**src/rtl/axi4_lite_register_slave.sv**
```systemverilog
// AXI4-Lite slave exposing REG_COUNT fabric registers with byte strobes,
// per-register read-only status mapping and DECERR/SLVERR decode.
module axi4_lite_register_slave #(
    parameter int                     ADDR_WIDTH = 32,
    parameter int                     DATA_WIDTH = 32,
    parameter int                     REG_COUNT  = 16,
    parameter logic [ADDR_WIDTH-1:0]  BASE_ADDR  = '0,
    parameter logic [REG_COUNT-1:0]   RO_MASK    = '0
) (
    input  logic                              clk,
    input  logic                              rst_n,
    input  logic                              awvalid,
    output logic                              awready,
    input  logic [ADDR_WIDTH-1:0]             awaddr,
    input  logic [2:0]                        awprot,
    input  logic                              wvalid,
    output logic                              wready,
    input  logic [DATA_WIDTH-1:0]             wdata,
    input  logic [DATA_WIDTH/8-1:0]           wstrb,
    output logic                              bvalid,
    input  logic                              bready,
    output logic [1:0]                        bresp,
    input  logic                              arvalid,
    output logic                              arready,
    input  logic [ADDR_WIDTH-1:0]             araddr,
    input  logic [2:0]                        arprot,
    output logic                              rvalid,
    input  logic                              rready,
    output logic [DATA_WIDTH-1:0]             rdata,
    output logic [1:0]                        rresp,
    output logic [REG_COUNT*DATA_WIDTH-1:0]   reg_q,
    output logic [REG_COUNT-1:0]              reg_wr,
    input  logic [REG_COUNT*DATA_WIDTH-1:0]   hw_status
);

    localparam int BYTES = DATA_WIDTH / 8;
    localparam int LSB_W = $clog2(BYTES);
    localparam int IDX_W = (REG_COUNT > 1) ? $clog2(REG_COUNT) : 1;
    localparam logic [ADDR_WIDTH:0] SPAN = (ADDR_WIDTH + 1)'(REG_COUNT * BYTES);

    localparam logic [1:0] RESP_OKAY   = 2'b00;
    localparam logic [1:0] RESP_SLVERR = 2'b10;
    localparam logic [1:0] RESP_DECERR = 2'b11;

    typedef enum logic [1:0] {W_IDLE, W_HAVE_ADDR, W_HAVE_DATA, W_RESP} w_state_e;
    typedef enum logic {R_IDLE, R_RESP} r_state_e;

    // Subtracting with one extra bit makes an address below BASE_ADDR wrap
    // to a huge offset, so a single range compare catches both DECERR cases.
    function automatic logic [1:0] decode_resp(input logic [ADDR_WIDTH-1:0] addr);
        logic [ADDR_WIDTH:0] diff;
        diff = {1'b0, addr} - {1'b0, BASE_ADDR};
        if (diff >= SPAN)
            return RESP_DECERR;
        if (addr[LSB_W-1:0] != '0)
            return RESP_SLVERR;
        return RESP_OKAY;
    endfunction

    function automatic logic [IDX_W-1:0] decode_idx(input logic [ADDR_WIDTH-1:0] addr);
        return IDX_W'(({1'b0, addr} - {1'b0, BASE_ADDR}) >> LSB_W);
    endfunction

    w_state_e                  w_state_q, w_state_d;
    r_state_e                  r_state_q, r_state_d;
    logic [ADDR_WIDTH-1:0]     awaddr_q, awaddr_d;
    logic [DATA_WIDTH-1:0]     wdata_q, wdata_d;
    logic [BYTES-1:0]          wstrb_q, wstrb_d;
    logic [1:0]                bresp_q, bresp_d;
    logic [1:0]                rresp_q, rresp_d;
    logic [DATA_WIDTH-1:0]     rdata_q, rdata_d;
    logic [REG_COUNT-1:0]      reg_wr_q, reg_wr_d;
    logic [DATA_WIDTH-1:0]     regs_q [REG_COUNT];
    logic [DATA_WIDTH-1:0]     regs_d [REG_COUNT];

    logic                      commit;
    logic [ADDR_WIDTH-1:0]     c_addr;
    logic [DATA_WIDTH-1:0]     c_data;
    logic [BYTES-1:0]          c_strb;
    logic [1:0]                c_resp;
    logic [IDX_W-1:0]          c_idx;
    logic [1:0]                r_resp;
    logic [IDX_W-1:0]          r_idx;
    logic                      aw_fire, w_fire, ar_fire;
    logic                      unused_prot;

    assign unused_prot = ^{awprot, arprot};

    assign awready = (w_state_q == W_IDLE) || (w_state_q == W_HAVE_DATA);
    assign wready  = (w_state_q == W_IDLE) || (w_state_q == W_HAVE_ADDR);
    assign bvalid  = (w_state_q == W_RESP);
    assign bresp   = bresp_q;
    assign arready = (r_state_q == R_IDLE);
    assign rvalid  = (r_state_q == R_RESP);
    assign rdata   = rdata_q;
    assign rresp   = rresp_q;
    assign reg_wr  = reg_wr_q;
    assign aw_fire = awvalid && awready;
    assign w_fire  = wvalid && wready;
    assign ar_fire = arvalid && arready;

    for (genvar gi = 0; gi < REG_COUNT; gi++) begin : g_reg_out
        assign reg_q[gi*DATA_WIDTH +: DATA_WIDTH] = regs_q[gi];
    end

    always_comb begin
        w_state_d = w_state_q;
        awaddr_d  = awaddr_q;
        wdata_d   = wdata_q;
        wstrb_d   = wstrb_q;
        bresp_d   = bresp_q;
        regs_d    = regs_q;
        reg_wr_d  = '0;
        commit    = 1'b0;
        c_addr    = awaddr_q;
        c_data    = wdata_q;
        c_strb    = wstrb_q;
        c_resp    = RESP_OKAY;
        c_idx     = '0;
        unique case (w_state_q)
            W_IDLE: begin
                if (aw_fire && w_fire) begin
                    commit = 1'b1;
                    c_addr = awaddr;
                    c_data = wdata;
                    c_strb = wstrb;
                end else if (aw_fire) begin
                    awaddr_d  = awaddr;
                    w_state_d = W_HAVE_ADDR;
                end else if (w_fire) begin
                    wdata_d   = wdata;
                    wstrb_d   = wstrb;
                    w_state_d = W_HAVE_DATA;
                end
            end
            W_HAVE_ADDR: begin
                if (w_fire) begin
                    commit = 1'b1;
                    c_data = wdata;
                    c_strb = wstrb;
                end
            end
            W_HAVE_DATA: begin
                if (aw_fire) begin
                    commit = 1'b1;
                    c_addr = awaddr;
                end
            end
            W_RESP: begin
                if (bready)
                    w_state_d = W_IDLE;
            end
            default: w_state_d = W_IDLE;
        endcase

        // Register update and reg_wr are launched together with the move to W_RESP.
        if (commit) begin
            c_resp = decode_resp(c_addr);
            c_idx  = decode_idx(c_addr);
            if (c_resp == RESP_OKAY && RO_MASK[c_idx])
                c_resp = RESP_SLVERR;
            if (c_resp == RESP_OKAY) begin
                for (int b = 0; b < BYTES; b++) begin
                    if (c_strb[b])
                        regs_d[c_idx][b*8 +: 8] = c_data[b*8 +: 8];
                end
                reg_wr_d[c_idx] = 1'b1;
            end
            bresp_d   = c_resp;
            w_state_d = W_RESP;
        end
    end

    always_comb begin
        r_state_d = r_state_q;
        rdata_d   = rdata_q;
        rresp_d   = rresp_q;
        r_resp    = decode_resp(araddr);
        r_idx     = decode_idx(araddr);
        unique case (r_state_q)
            R_IDLE: begin
                if (ar_fire) begin
                    // regs_q is the pre-write value, so a same-cycle write is not visible.
                    rdata_d = '0;
                    if (r_resp == RESP_OKAY)
                        rdata_d = RO_MASK[r_idx] ? hw_status[int'(r_idx)*DATA_WIDTH +: DATA_WIDTH]
                                                 : regs_q[r_idx];
                    rresp_d   = r_resp;
                    r_state_d = R_RESP;
                end
            end
            R_RESP: begin
                if (rready)
                    r_state_d = R_IDLE;
            end
            default: r_state_d = R_IDLE;
        endcase
    end

    always_ff @(posedge clk or negedge rst_n) begin
        if (!rst_n) begin
            w_state_q <= W_IDLE;
            r_state_q <= R_IDLE;
            awaddr_q  <= '0;
            wdata_q   <= '0;
            wstrb_q   <= '0;
            bresp_q   <= RESP_OKAY;
            rresp_q   <= RESP_OKAY;
            rdata_q   <= '0;
            reg_wr_q  <= '0;
            for (int i = 0; i < REG_COUNT; i++)
                regs_q[i] <= '0;
        end else begin
            w_state_q <= w_state_d;
            r_state_q <= r_state_d;
            awaddr_q  <= awaddr_d;
            wdata_q   <= wdata_d;
            wstrb_q   <= wstrb_d;
            bresp_q   <= bresp_d;
            rresp_q   <= rresp_d;
            rdata_q   <= rdata_d;
            reg_wr_q  <= reg_wr_d;
            for (int i = 0; i < REG_COUNT; i++)
                regs_q[i] <= regs_d[i];
        end
    end

endmodule

```
**config.mk**
```make
export PLATFORM = sky130hd
export DESIGN_NAME = axi4_lite_register_slave
export DESIGN_NICKNAME = d
export VERILOG_FILES = /design/src/rtl/axi4_lite_register_slave.sv
export SDC_FILE = /design/constraint.sdc
export NUM_CORES = 1
export LEC_CHECK = 0
export CORE_AREA = 2 2 464 466
export CTS_BUF_LIST = sky130_fd_sc_hd__clkbuf_16
export DETAILED_ROUTE_END_ITERATION = 10
export DIE_AREA = 0 0 466 468
export SLEW_MARGIN = 5
export SYNTH_ARGS = -nofsm -noshare
export SYNTH_HDL_FRONTEND = slang
export SYNTH_SLANG_ARGS = --single-unit
```
**constraint.sdc**
```tcl
create_clock -name clk -period 3.65 [get_ports clk]
set_clock_uncertainty 0.2 [all_clocks]
set_input_delay 0.365 -clock clk [delete_from_list [all_inputs] [get_ports clk]]
set_output_delay 0.365 -clock clk [all_outputs]
set_load 0.05 [all_outputs]
```
**Word level (Yosys, flattened, before mapping)**

Memory sizes are Yosys's and may differ from the RTL's.
Index checks and enable logic that the tools add are counted.

- Order comparisons: 8
- Equal/unequal tests: 6
- Shift operators: 1
- Multiplexer cells: 74
- Bitwise logic cells: 5
- Reduce and logical (&&, ||, !) cells: 21

Operators with widths:

| operator | number |
|---|---|
| $mux 512 | 10 |
| $bwmux 512 | 4 |
| $demux 32 s4 | 4 |
| $shiftx 512x10->32 | 1 |
| $mux 32 | 9 |
| $bmux 32 s4 | 1 |
| $pmux 32 s2 | 2 |
| $ge 32x7->1 const B | 2 |
| $mux 16 | 3 |
| $mux 2 | 16 |
| $mux 24 | 1 |
| $mux 1 | 16 |
| $ge 5x5->1 const B | 2 |
| $lt 4x5->1 const B | 2 |
| $not 4->5 | 2 |
| $logic_not 2->1 | 4 |
| $mux 4 | 2 |
| $mux 8 | 1 |
| $pmux 4 s2 | 1 |
| $logic_and 1x1->1 | 7 |
| $reduce_and 2->1 | 3 |
| $lt 5x1->1 const B | 1 |
| $demux 1 s4 | 1 |
| $eq 2x2->1 const B | 2 |
| 14 further kinds | 18 |

- Register bits after elaboration: 635
- Memory bits (read-only): 32
- Bits of input ports: 625
- Output and inout port bits: 569
- Word-level logic and storage cells: 142
- Memories: 2

Memories:

| name | depth | bits a word | read ports | clocked after memory_dff | wr ports | line | source |
|---|---|---|---|---|---|---|---|
| (no name shown) | 16 | 1 | 1 | 0 | 0 | 186 | `rdata_d = RO_MASK[r_idx] ? hw_status[int'(r_idx)*DATA_WIDTH +: DATA_WIDTH]` |
| (no name shown) | 16 | 1 | 1 | 0 | 0 | 160 | `if (c_resp == RESP_OKAY && RO_MASK[c_idx])` |

**Logic depth before layout (Yosys ltp)**

Gate-level depths: netlist of run 1.

- Word-level depth: 31
- Gate-level depth with buffers: 10
- Mapped depth without buffers: 6

**Worst setup path before layout of run 1**

Ideal clock, no wire load.

- Path type: input-to-reg
- From: in awvalid
- To: reg regs_q, in the netlist reg_q[108]
- Setup time: 0.128 ns
- Data arrival time: 2.517 ns
- Data required time: 3.322 ns
- Slack: 0.806 ns
- Stages: 8
- Path buffers: 3
- Cells stage by stage: buf_2 -> nor2_1 -> nor3b_1 -> buf_2 -> mux2i_2 -> buf_4 -> nor3_2 -> mux2_1

- Longest elaborated chain between the ends: 20
- Elaborated cells on any way between the ends: 54
- Those cells by class: order compare: 3; mux: 41; bitwise: 1; reduce/logical: 8; memory: 1

RTL lines:

| what | line | source |
|---|---|---|
| start: declaration | 12 | `input logic awvalid,` |
| $logic_and 1x1->1 (*) | 98 | `assign aw_fire = awvalid && awready;` |
| branches (longest 19 deep; another with $ge 5x5->1) | -- |  |
| end signal: indexed assignment | 224 | `regs_q[i] <= regs_d[i];` |
| end: declaration | 73 | `logic [DATA_WIDTH-1:0] regs_q [REG_COUNT];` |

Mark *: on every way between the ends. The select of a mux whose other input is x is not followed.
A chain may end at the register's enable or synchronous reset.

**Worst setup path after layout of run 1**

- From: reg awaddr_q[22]
- To: reg regs_q, in the netlist reg_q[277]

- Longest elaborated chain between the ends: 13
- Elaborated cells on any way between the ends: 14
- Those cells by class: order compare: 1; mux: 9; reduce/logical: 4

RTL lines:

| what | line | source |
|---|---|---|
| start: declaration | 66 | `logic [ADDR_WIDTH-1:0] awaddr_q, awaddr_d;` |
| start signal: assignment | 216 | `awaddr_q <= awaddr_d;` |
| $mux 32 (on tied branches) | 144, 122 |  |
| $pmux 32 s2 (*) | 120 | `unique case (w_state_q)` |
| $ge 32x7->1 (*) | 53 | `if (diff >= SPAN)` |
| $mux 1 (*) | 53 |  |
| $mux 1 (*) | 157 | `if (commit) begin` |
| $mux 2 (*) | 55 | `if (addr[LSB_W-1:0] != '0)` |
| $mux 2 (*) | 157 |  |
| $logic_not 2->1 | 160 |  |
| $logic_and 1x1->1 | 160 |  |
| $mux 2 (*) | 160 |  |
| $mux 2 (*) | 157 |  |
| $logic_not 2->1 (*) | 162 | `if (c_resp == RESP_OKAY) begin` |
| $reduce_and 2->1 (no line) (*) | -- |  |

Mark *: on every way between the ends. The rest lies on a longest branch, timed or not. The select of a mux whose other input is x is not followed.

==> results of run 1 <==
==> state kept, by name, indices dropped and copies added (netlist names) <==
signal and count:
rvalid 1, wstrb_q 4, w_state_q 2, bresp 2, rresp 2, rdata 32
awaddr_q 32, wdata_q 32, reg_q 512, reg_wr 16
==> power groups by stage <==
stage	sequential [W]	clock, W	combinational, W
after floorplan	0.00773	0	0.00206
after global placement	0.00777	0	0.00355
after detailed placement	0.00780	0	0.00360
after CTS	0.00767	0.00747	0.00361
after global routing	0.00772	0.00775	0.00383
final	0.00767	0.00726	0.00357
==> stage by stage <==
| stage | utilization | hold WS [ns] | std cells | power, W |
|---|---|---|---|---|
| global route | 0.206 | 0.0172 | 5494 | 0.0193 |
| floorplan | - | -0.131 | 1799 | 0.00978 |
| detailed placement | 0.194 | 0.180 | 5355 | 0.0114 |
| CTS | 0.205 | 0.000926 | 5493 | 0.0188 |
| global placement | 0.194 | 0.157 | 5355 | 0.0113 |
| finish | 0.206 | 0.00559 | 5501 | 0.0185 |
==> area by class of cell <==
type	count	area, um2
fill	22777	169000
sequential	635	15900
multi-input combinational	1046	12900
timing repair buffer	831	9100
tap	2838	3550
clock buffer	76	1900
clock inverter	60	430
inverter	7	26.3
antenna	8	20.0
==> cell usage in the layout, fill, tap and decap left out, types with 16 or more instances in the layout <==
cell,synthesis,final
nor4_1,16,16
mux4_2,159,159
mux2_1,46,46
o21ai_0,18,18
nor2_1,20,18
clkbuf_16,0,76
nand2_1,18,17
buf_4,7,67
mux2_2,565,565
nor3_2,16,16
nor3_4,48,48
dfrtp_1,635,635
buf_12,0,94
inv_1,7,23
a32o_1,32,32
clkdlybuf4s50_1,0,665
==> path summary, 6_finish.rpt <==
kind                              start           end  slack (ns)  depth (start not counted)
max                        awaddr_q[22]    reg_q[277]        0.39                          9
min                               rst_n    reg_q[289]       0.006                          2
min reg2reg                   rdata[28]     rdata[28]        0.29                          1
max in group asynchronous         rst_n    reg_q[407]        2.07                          3
max reg2reg                awaddr_q[22]    reg_q[277]        0.39                          9
min in group clk                 bready  w_state_q[1]        0.09                          2
==> logic make-up (layout without fill, tap and decap cells) <==
| logic type | count (synthesis) | in the layout | share of synthesized area |
|---|---|---|---|
| compound gates | 73 | 73 | 0.0202 |
| buf+inv | 118 | 974 | 0.0167 |
| flops | 635 | 635 | 0.544 |
| mux | 776 | 776 | 0.360 |
| other cells | 0 | 8 | 0 |
| simple gates | 197 | 197 | 0.0589 |
==> routing by layer <==
metal | GRT usage | vias to the layer above | part of all wire
li1 | - | 8572 | -
met2 | 0.203 | 918 | 0.46
met1 | 0.162 | 11192 | 0.42
met3 | 0.0391 | 158 | 0.084
met5 | 0 | - | 0.00019
met4 | 0.0388 | 4 | 0.027
==> results_dict.tcl, run 1 <==
set metrics [dict create \
    drt_pre_antenna_iters 5 \
    critPathBufInv 3 \
    setup_tns_ns 0 \
    comb_power_share 0.193 \
    clock_power_share 0.392 \
    via_per_inst 3.79 \
    syn2layout_area_growth_pct 50.1 \
    setup_violations 0 \
    rsz0062_at_grt "no" \
    synthFlopType "dfrtp_1" \
    path_cells "nor4_1 -> a41oi_1 -> a21oi_1 -> nand4_1 -> buf_12 -> buf_12 -> nor3_4 -> buf_4 -> mux2_2" \
    slew_headroom 0.314 \
    slew_viol_final 0 \
    fin_area_um2 43900 \
    die_w_um 466 \
    drc 0 \
    endpoint_kind "flip-flop" \
    netlist_area_um2 29200 \
    worstPathRequired_ns 4.01 \
    slowest_stage "nor4_1" \
    cap_violations 0 \
    min_period_ns 3.26 \
    dp_slack_ns 0.0770 \
    internal_power_w 0.0125 \
    crit_arrival_ns 3.62 \
    max_freq_mhz 307 \
    io_pins 1194 \
    placed_cell_area_um2 41500 \
    initial_core_util 0.137 \
    ys_types 43 \
    crit_family "simple AND/OR/NAND/NOR gates" \
    drive_gt1_frac 0.408 \
    globalplace.congestion 0.863 \
    power_density_nw_per_um2 422 \
    core_um2 213000 \
    ir_drop_uv 321 \
    track_usage 0.126 \
    cts_buffers 75 \
    ys_ff_latch 635 \
    status "finished clean" \
    clk_path_buf_depth 3 \
    root_buffer "clkbuf_16" \
    cts_tree "done" \
    post_drt_wl_per_cell_um 25.6 \
    synth-seq-area-share 0.544 \
    p_switching_w 0.00600 \
    p_leak_nw 18.5 \
    die_h_um 468 \
    critPathMaxStageDelay_ns 0.56 \
    hold_violations 0 \
    place.port_buffers 675 \
    antenna_found_initial 17 \
    cts_setup_buffers 0 \
    ant_nets 0 \
    worstPathMaxFanout 29 \
    min_path_type "in -> async" \
    min_period_over_period 0.893 \
    yosysTopAreaCell "dfrtp_1" \
    async_flop_share 1.00 \
    layout_setup_ws_ns 0.392 \
    clk_pin_slew_ns 0.06 \
    syn_nets 2424 \
    netlist_top_cells_count "635 x dfrtp_1, 565 x mux2_2, 159 x mux4_2" \
    critical_path_class "reg -> reg" \
    avgSynthCellArea_um2 16.2 \
    synthTopCellsByArea "dfrtp_1 54%, mux2_2 22%, mux4_2 12%" \
    drt-initial-drc-count 1379 \
    grt_pass1_wl_um 191000 \
    grt.overflow.total 0 \
    seqPwrFrac 0.415 \
    routed_wirelength_um 141000 \
    syn-instance-count 1799 \
    postCtsResizedCells 0 \
    rows 170 \
    startpoint_type "flip-flop" \
    die_area_um2 218000 \
    synth_top_cell_area_share 0.544 \
    grt_pass1_vias 21684 \
    clk_latency_ns 0.70 \
    crit_top_cell "buf_12" \
    synth_edf_count 0 \
    hold_buffers 2 \
    tightest_slew_ns 1.03 \
    grt_max_degree 121 \
    cts.sinks 635 \
    htree_levels 3 \
    num_vias 20844 \
    dp_hpwl_um 109000 \
    nNetsFinal 3221 \
    yosys_warnings 0 \
    switching_share 0.324 \
    yosysMostFrequentCell "dfrtp_1" \
]
No activity file was read; power rests on OpenSTA's default activity.
==> run 2, diff against run 1 <==
--- a/config.mk
+++ b/config.mk
@@ -9,6 +9,7 @@
 export CTS_BUF_LIST = sky130_fd_sc_hd__clkbuf_16
 export DETAILED_ROUTE_END_ITERATION = 10
 export DIE_AREA = 0 0 466 468
+export HOLD_SLACK_MARGIN = 0.15
 export SLEW_MARGIN = 5
 export SYNTH_ARGS = -nofsm -noshare
 export SYNTH_HDL_FRONTEND = slang
==> results_dict.tcl, run 2 (synthesized netlist as in run 1, its figures left out) <==
set metrics [dict create \
    endpoint_kind "flip-flop" \
    setup_tns_ns 0 \
    min_period_over_period 0.967 \
    routed_wirelength_um 142000 \
    reg2reg_depth 9 \
    timing.rr.end "reg_q[277]" \
    cap_violations 0 \
    critPathBufInv 5 \
    crit_arrival_ns 3.89 \
    via_per_inst 3.78 \
    critical_path_class "in -> reg" \
    max_freq_mhz 283 \
    final_cells 5561 \
    cts.sinks 635 \
    path_cells "dlygate4sd3_1 -> clkdlybuf4s50_1 -> nor4_1 -> mux2i_1 -> o21ai_0 -> nand4_1 -> buf_12 -> buf_12 -> nor3_4 -> buf_4 -> mux2_2" \
    dp_slack_ns 0.0770 \
    p_leak_nw 18.7 \
    r2r_start "awaddr_q[22]" \
    cts_buffers 75 \
    worstPathMaxFanout 29 \
    postCtsResizedCells 0 \
    post_drt_wl_per_cell_um 25.5 \
    grt_use_met1 0.162 \
    htree_levels 3 \
    drive_gt1_frac 0.399 \
    worstPathRequired_ns 4.01 \
    track_usage 0.127 \
    critPathCapture "reg_q[277]" \
    syn2layout_area_growth_pct 52.2 \
    startpoint_type "input pin" \
    tightest_slew_ns 1.03 \
    clk_pin_slew_ns 0.06 \
    largest_reg_flops 512 \
    final_common_cell "clkdlybuf4s50_1" \
    clk_latency_ns 0.70 \
    met3_usage 0.0383 \
    placed_cell_area_um2 41500 \
    rows 170 \
    slowest_stage "dlygate4sd3_1" \
    grt_max_degree 121 \
    layout_common_cells "665 x clkdlybuf4s50_1, 635 x dfrtp_1, 565 x mux2_2" \
    status "finished clean" \
    globalplace.congestion 0.863 \
    antenna_found_initial 16 \
    dp_hpwl_um 109000 \
    min_period_ns 3.53 \
    ir_drop_uv 319 \
    setup_violations 0 \
    reg2reg_setup_slack_ns 0.37 \
    drc 0 \
    drt_pre_antenna_iters 5 \
    ant_nets 0 \
    power_density_nw_per_um2 417 \
    startpoint "awaddr[22]" \
    slew_headroom 0.313 \
    grt_pass1_vias 21958 \
    cts_setup_buffers 0 \
    layout_setup_ws_ns 0.120 \
    io_pins 1194 \
    cts_tree "done" \
    rsz0062_at_grt "no" \
    hold_slack_ns 0.234 \
    place.port_buffers 675 \
    critPathMaxStageDelay_ns 0.55 \
    root_buffer "clkbuf_16" \
    grt_pass1_wl_um 193000 \
    initial_core_util 0.137 \
    grt.met2_usage 0.204 \
    slew_viol_final 0 \
    num_vias 21024 \
    grt.overflow.total 0 \
    nNetsFinal 3283 \
    drt-initial-drc-count 1528 \
    crit_top_cell "buf_12" \
    die_w_um 466 \
    core_um2 213000 \
    die_h_um 468 \
    hold_violations 0 \
    min_path_type "in -> reg" \
    crit_family "buffers and inverters" \
    dp_cells 5355 \
    die_area_um2 218000 \
    cp.depth 11 \
    grt_busiest_layer "met2" \
    fin_area_um2 44500 \
    clk_path_buf_depth 3 \
]
-- run 2: changes by cell type in the layout (fill, tap and decap cells not counted) --
cell / previous run / this run
dlygate4sd3_1: 2 / 63
diode_2: 8 / 6
buf_16: 0 / 1
-- run 2: repair_timing --
item                                    CTS  global route
endpoints found under the hold margin   582             0
hold buffers                             64             0
endpoints found under the setup margin    0             0
-- run 2: through the flow --
step,power [W],utilization
final,0.0186,0.209
after floorplan,0.00978,-
after global placement,0.0113,0.194
after global routing,0.0194,0.209
after CTS,0.0188,0.208
after detailed placement,0.0114,0.194
-- run 2: area by class of cell --
type / count / area [um2]
inverter: 7 / 26.3
sequential: 635 / 15900
multi-input combinational: 1046 / 12900
timing repair buffer: 893 / 9740
clock buffer: 76 / 1900
fill: 22725 / 169000
tap: 2838 / 3550
antenna: 6 / 15.0
clock inverter: 60 / 430
-- run 2: where the power goes --
group | switching, W | internal (W)
sequential | 0.000249 | 0.00743
clock | 0.00329 | 0.00398
combinational | 0.00249 | 0.00114
total | 0.00603 | 0.0125
-- run 2: how the worst min path moves through the flow --
stage,start,end,slack [ns],depth (start not counted)
final,awaddr[24],awaddr_q[24],0.23,2
after global placement,rst_n,reg_q[289],0.16,1
after floorplan,rst_n,awaddr_q[0],-0.13,0
after detailed placement,rst_n,reg_q[289],0.18,1
after CTS,awaddr[27],awaddr_q[27],0.17,2
after global routing,awaddr[24],awaddr_q[24],0.18,2
-- run 2: metal layers --
layer  vias up  wire length (um)  share of wire
met1     11235             60600           0.43
met2       930             66000           0.47
met5         -                 0              0
li1       8690                 -              -
met3       169             11100          0.078
met4         0              4070          0.029
==> run 3, diff against run 2 <==
--- a/config.mk
+++ b/config.mk
@@ -10,6 +10,8 @@
 export DETAILED_ROUTE_END_ITERATION = 10
 export DIE_AREA = 0 0 466 468
 export HOLD_SLACK_MARGIN = 0.15
+export RECOVER_POWER = 100
+export REMOVE_ABC_BUFFERS = 1
 export SLEW_MARGIN = 5
 export SYNTH_ARGS = -nofsm -noshare
 export SYNTH_HDL_FRONTEND = slang
==> results_dict.tcl, run 3 (synthesized netlist as in run 1, its figures left out) <==
set metrics [dict create \
    status "finished with violations" \
    violations "max-capacitance violations, max-slew violations" \
    min_period_over_period 0.979 \
    die_h_um 468 \
    drc 0 \
    rsz0062_at_grt "no" \
    cts_tree "done" \
    critPathCapture "reg_q[478]" \
    drt_pre_antenna_iters 5 \
    fin_area_um2 44500 \
    placed_cell_area_um2 42000 \
    cap_violations 3 \
    syn2layout_area_growth_pct 52.1 \
    drive_gt1_frac 0.398 \
    grt_pass1_wl_um 193000 \
    utilization 0.208 \
    htree_levels 3 \
    num_vias 21334 \
    startpoint_type "input pin" \
    die_area_um2 218000 \
    clk_latency_ns 0.71 \
    routed_wirelength_um 144000 \
    hold_slack_ns 0.236 \
    clk_pin_slew_ns 0.06 \
    critical_path_class "in -> reg" \
    post_drt_wl_per_cell_um 25.4 \
    hold_violations 0 \
    tightest_slew_ns 2.34 \
    worstPathRequired_ns 4.03 \
    power_density_nw_per_um2 434 \
    dp_hpwl_um 111000 \
    grt_max_degree 70 \
    slew_headroom -0.562 \
    min_path_type "in -> reg" \
    endpoint_kind "flip-flop" \
    largest_reg_flops 512 \
    reg2reg_setup_slack_ns 0.19 \
    root_buffer "clkbuf_16" \
    max_freq_mhz 280 \
    cts_buffers 79 \
    globalplace.congestion 0.817 \
    setup_tns_ns 0 \
    min_period_ns 3.58 \
    crit_arrival_ns 3.95 \
    initial_core_util 0.137 \
    p_leak_nw 20.7 \
    r2r_start "awaddr_q[22]" \
    via_per_inst 3.77 \
    ir_drop_uv 342 \
    layout_common_cells "635 x dfrtp_1, 635 x dlygate4sd3_1, 565 x mux2_2" \
    grt.overflow.total 0 \
    reg2reg_depth 10 \
    ant_nets 0 \
    antenna_found_initial 32 \
    clk_path_buf_depth 3 \
    timing.rr.end "reg_q[478]" \
    core_um2 213000 \
    whs_path_depth 2 \
    cts.sinks 635 \
    slew_viol_final 117 \
    rows 170 \
    startpoint "awaddr[22]" \
    die_w_um 466 \
    setup_violations 0 \
    io_pins 1194 \
    nNetsFinal 3366 \
    drt-initial-drc-count 1461 \
    grt_pass1_vias 22480 \
    worstPathMaxFanout 16 \
    place.port_buffers 675 \
    track_usage 0.129 \
]
[run 3: cell count changes in the layout (fill, tap and decap cells not counted), sizes merged, moves of 4 or more]
cell	change
buf	-18
clkdlybuf4s50	-564
diode	+9
clkbuf	+92
clkinv	+5
dlygate4sd3	+572
bufinv	+4
[run 3: worst min-delay path by stage]
stage	to	slack, ns	from
global route	wdata_q[9]	0.19	wdata[9]
detailed placement	rdata[6]	0.28	rdata[6]
finish	wdata_q[9]	0.24	wdata[9]
CTS	wdata_q[9]	0.16	wdata[9]
floorplan	awaddr_q[0]	-0.13	rst_n
global placement	rdata[12]	0.28	rdata[12]
[run 3: critical path: stages]
cell             delay, ns
dlygate4sd3_1         0.57
clkdlybuf4s50_1       0.48
nor4_2                0.36
buf_4                 0.20
nand4bb_4             0.15
a32oi_2               0.30
buf_12                0.19
o211ai_1              0.14
clkbuf_2              0.28
nor3_2                0.19
clkbuf_4              0.33
mux2_2                0.37
[run 3: power by group]
group | switching, W | leakage [nW] | internal, W
Combinational | 0.00239 | 10.7 | 0.00127
Clock | 0.00350 | 1.29 | 0.00445
Sequential | 0.000255 | 8.73 | 0.00743
[run 3: layout make-up]
cell class / count / area, um2
Sequential cell: 635 / 15900
Fill cell: 22796 / 169000
Timing Repair Buffer: 972 / 9680
Tap cell: 2838 / 3550
Clock buffer: 79 / 1980
Inverter: 7 / 26.3
Antenna cell: 15 / 37.5
Multi-Input combinational cell: 1046 / 12700
Clock inverter: 68 / 612
[run 3: per-layer routing]
layer,global-route usage,vias up,share of wire
met5,0,-,0.000090
met4,0.0631,2,0.050
met3,0.0515,261,0.097
met2,0.206,1014,0.46
met1,0.148,11197,0.39
li1,-,8860,-
[run 3: repair_timing]
item,4_1_cts,5_1_grt
setup endpoints to repair,0,34
gates resized for setup,0,3
hold buffers,72,0
endpoints found under the hold margin,356,0
buffers inserted,0,1
[run 3: per-stage QoR]
stage          power [W]  cells  setup WS [ns]
3_5_place_dp      0.0116   5425         -0.163
2_1_floorplan    0.00953   1688          -4.03
3_3_place_gp      0.0115   5425         -0.106
6_report          0.0193   5660         0.0749
5_1_grt           0.0201   5652         0.0353
4_1_cts           0.0198   5644         0.0190
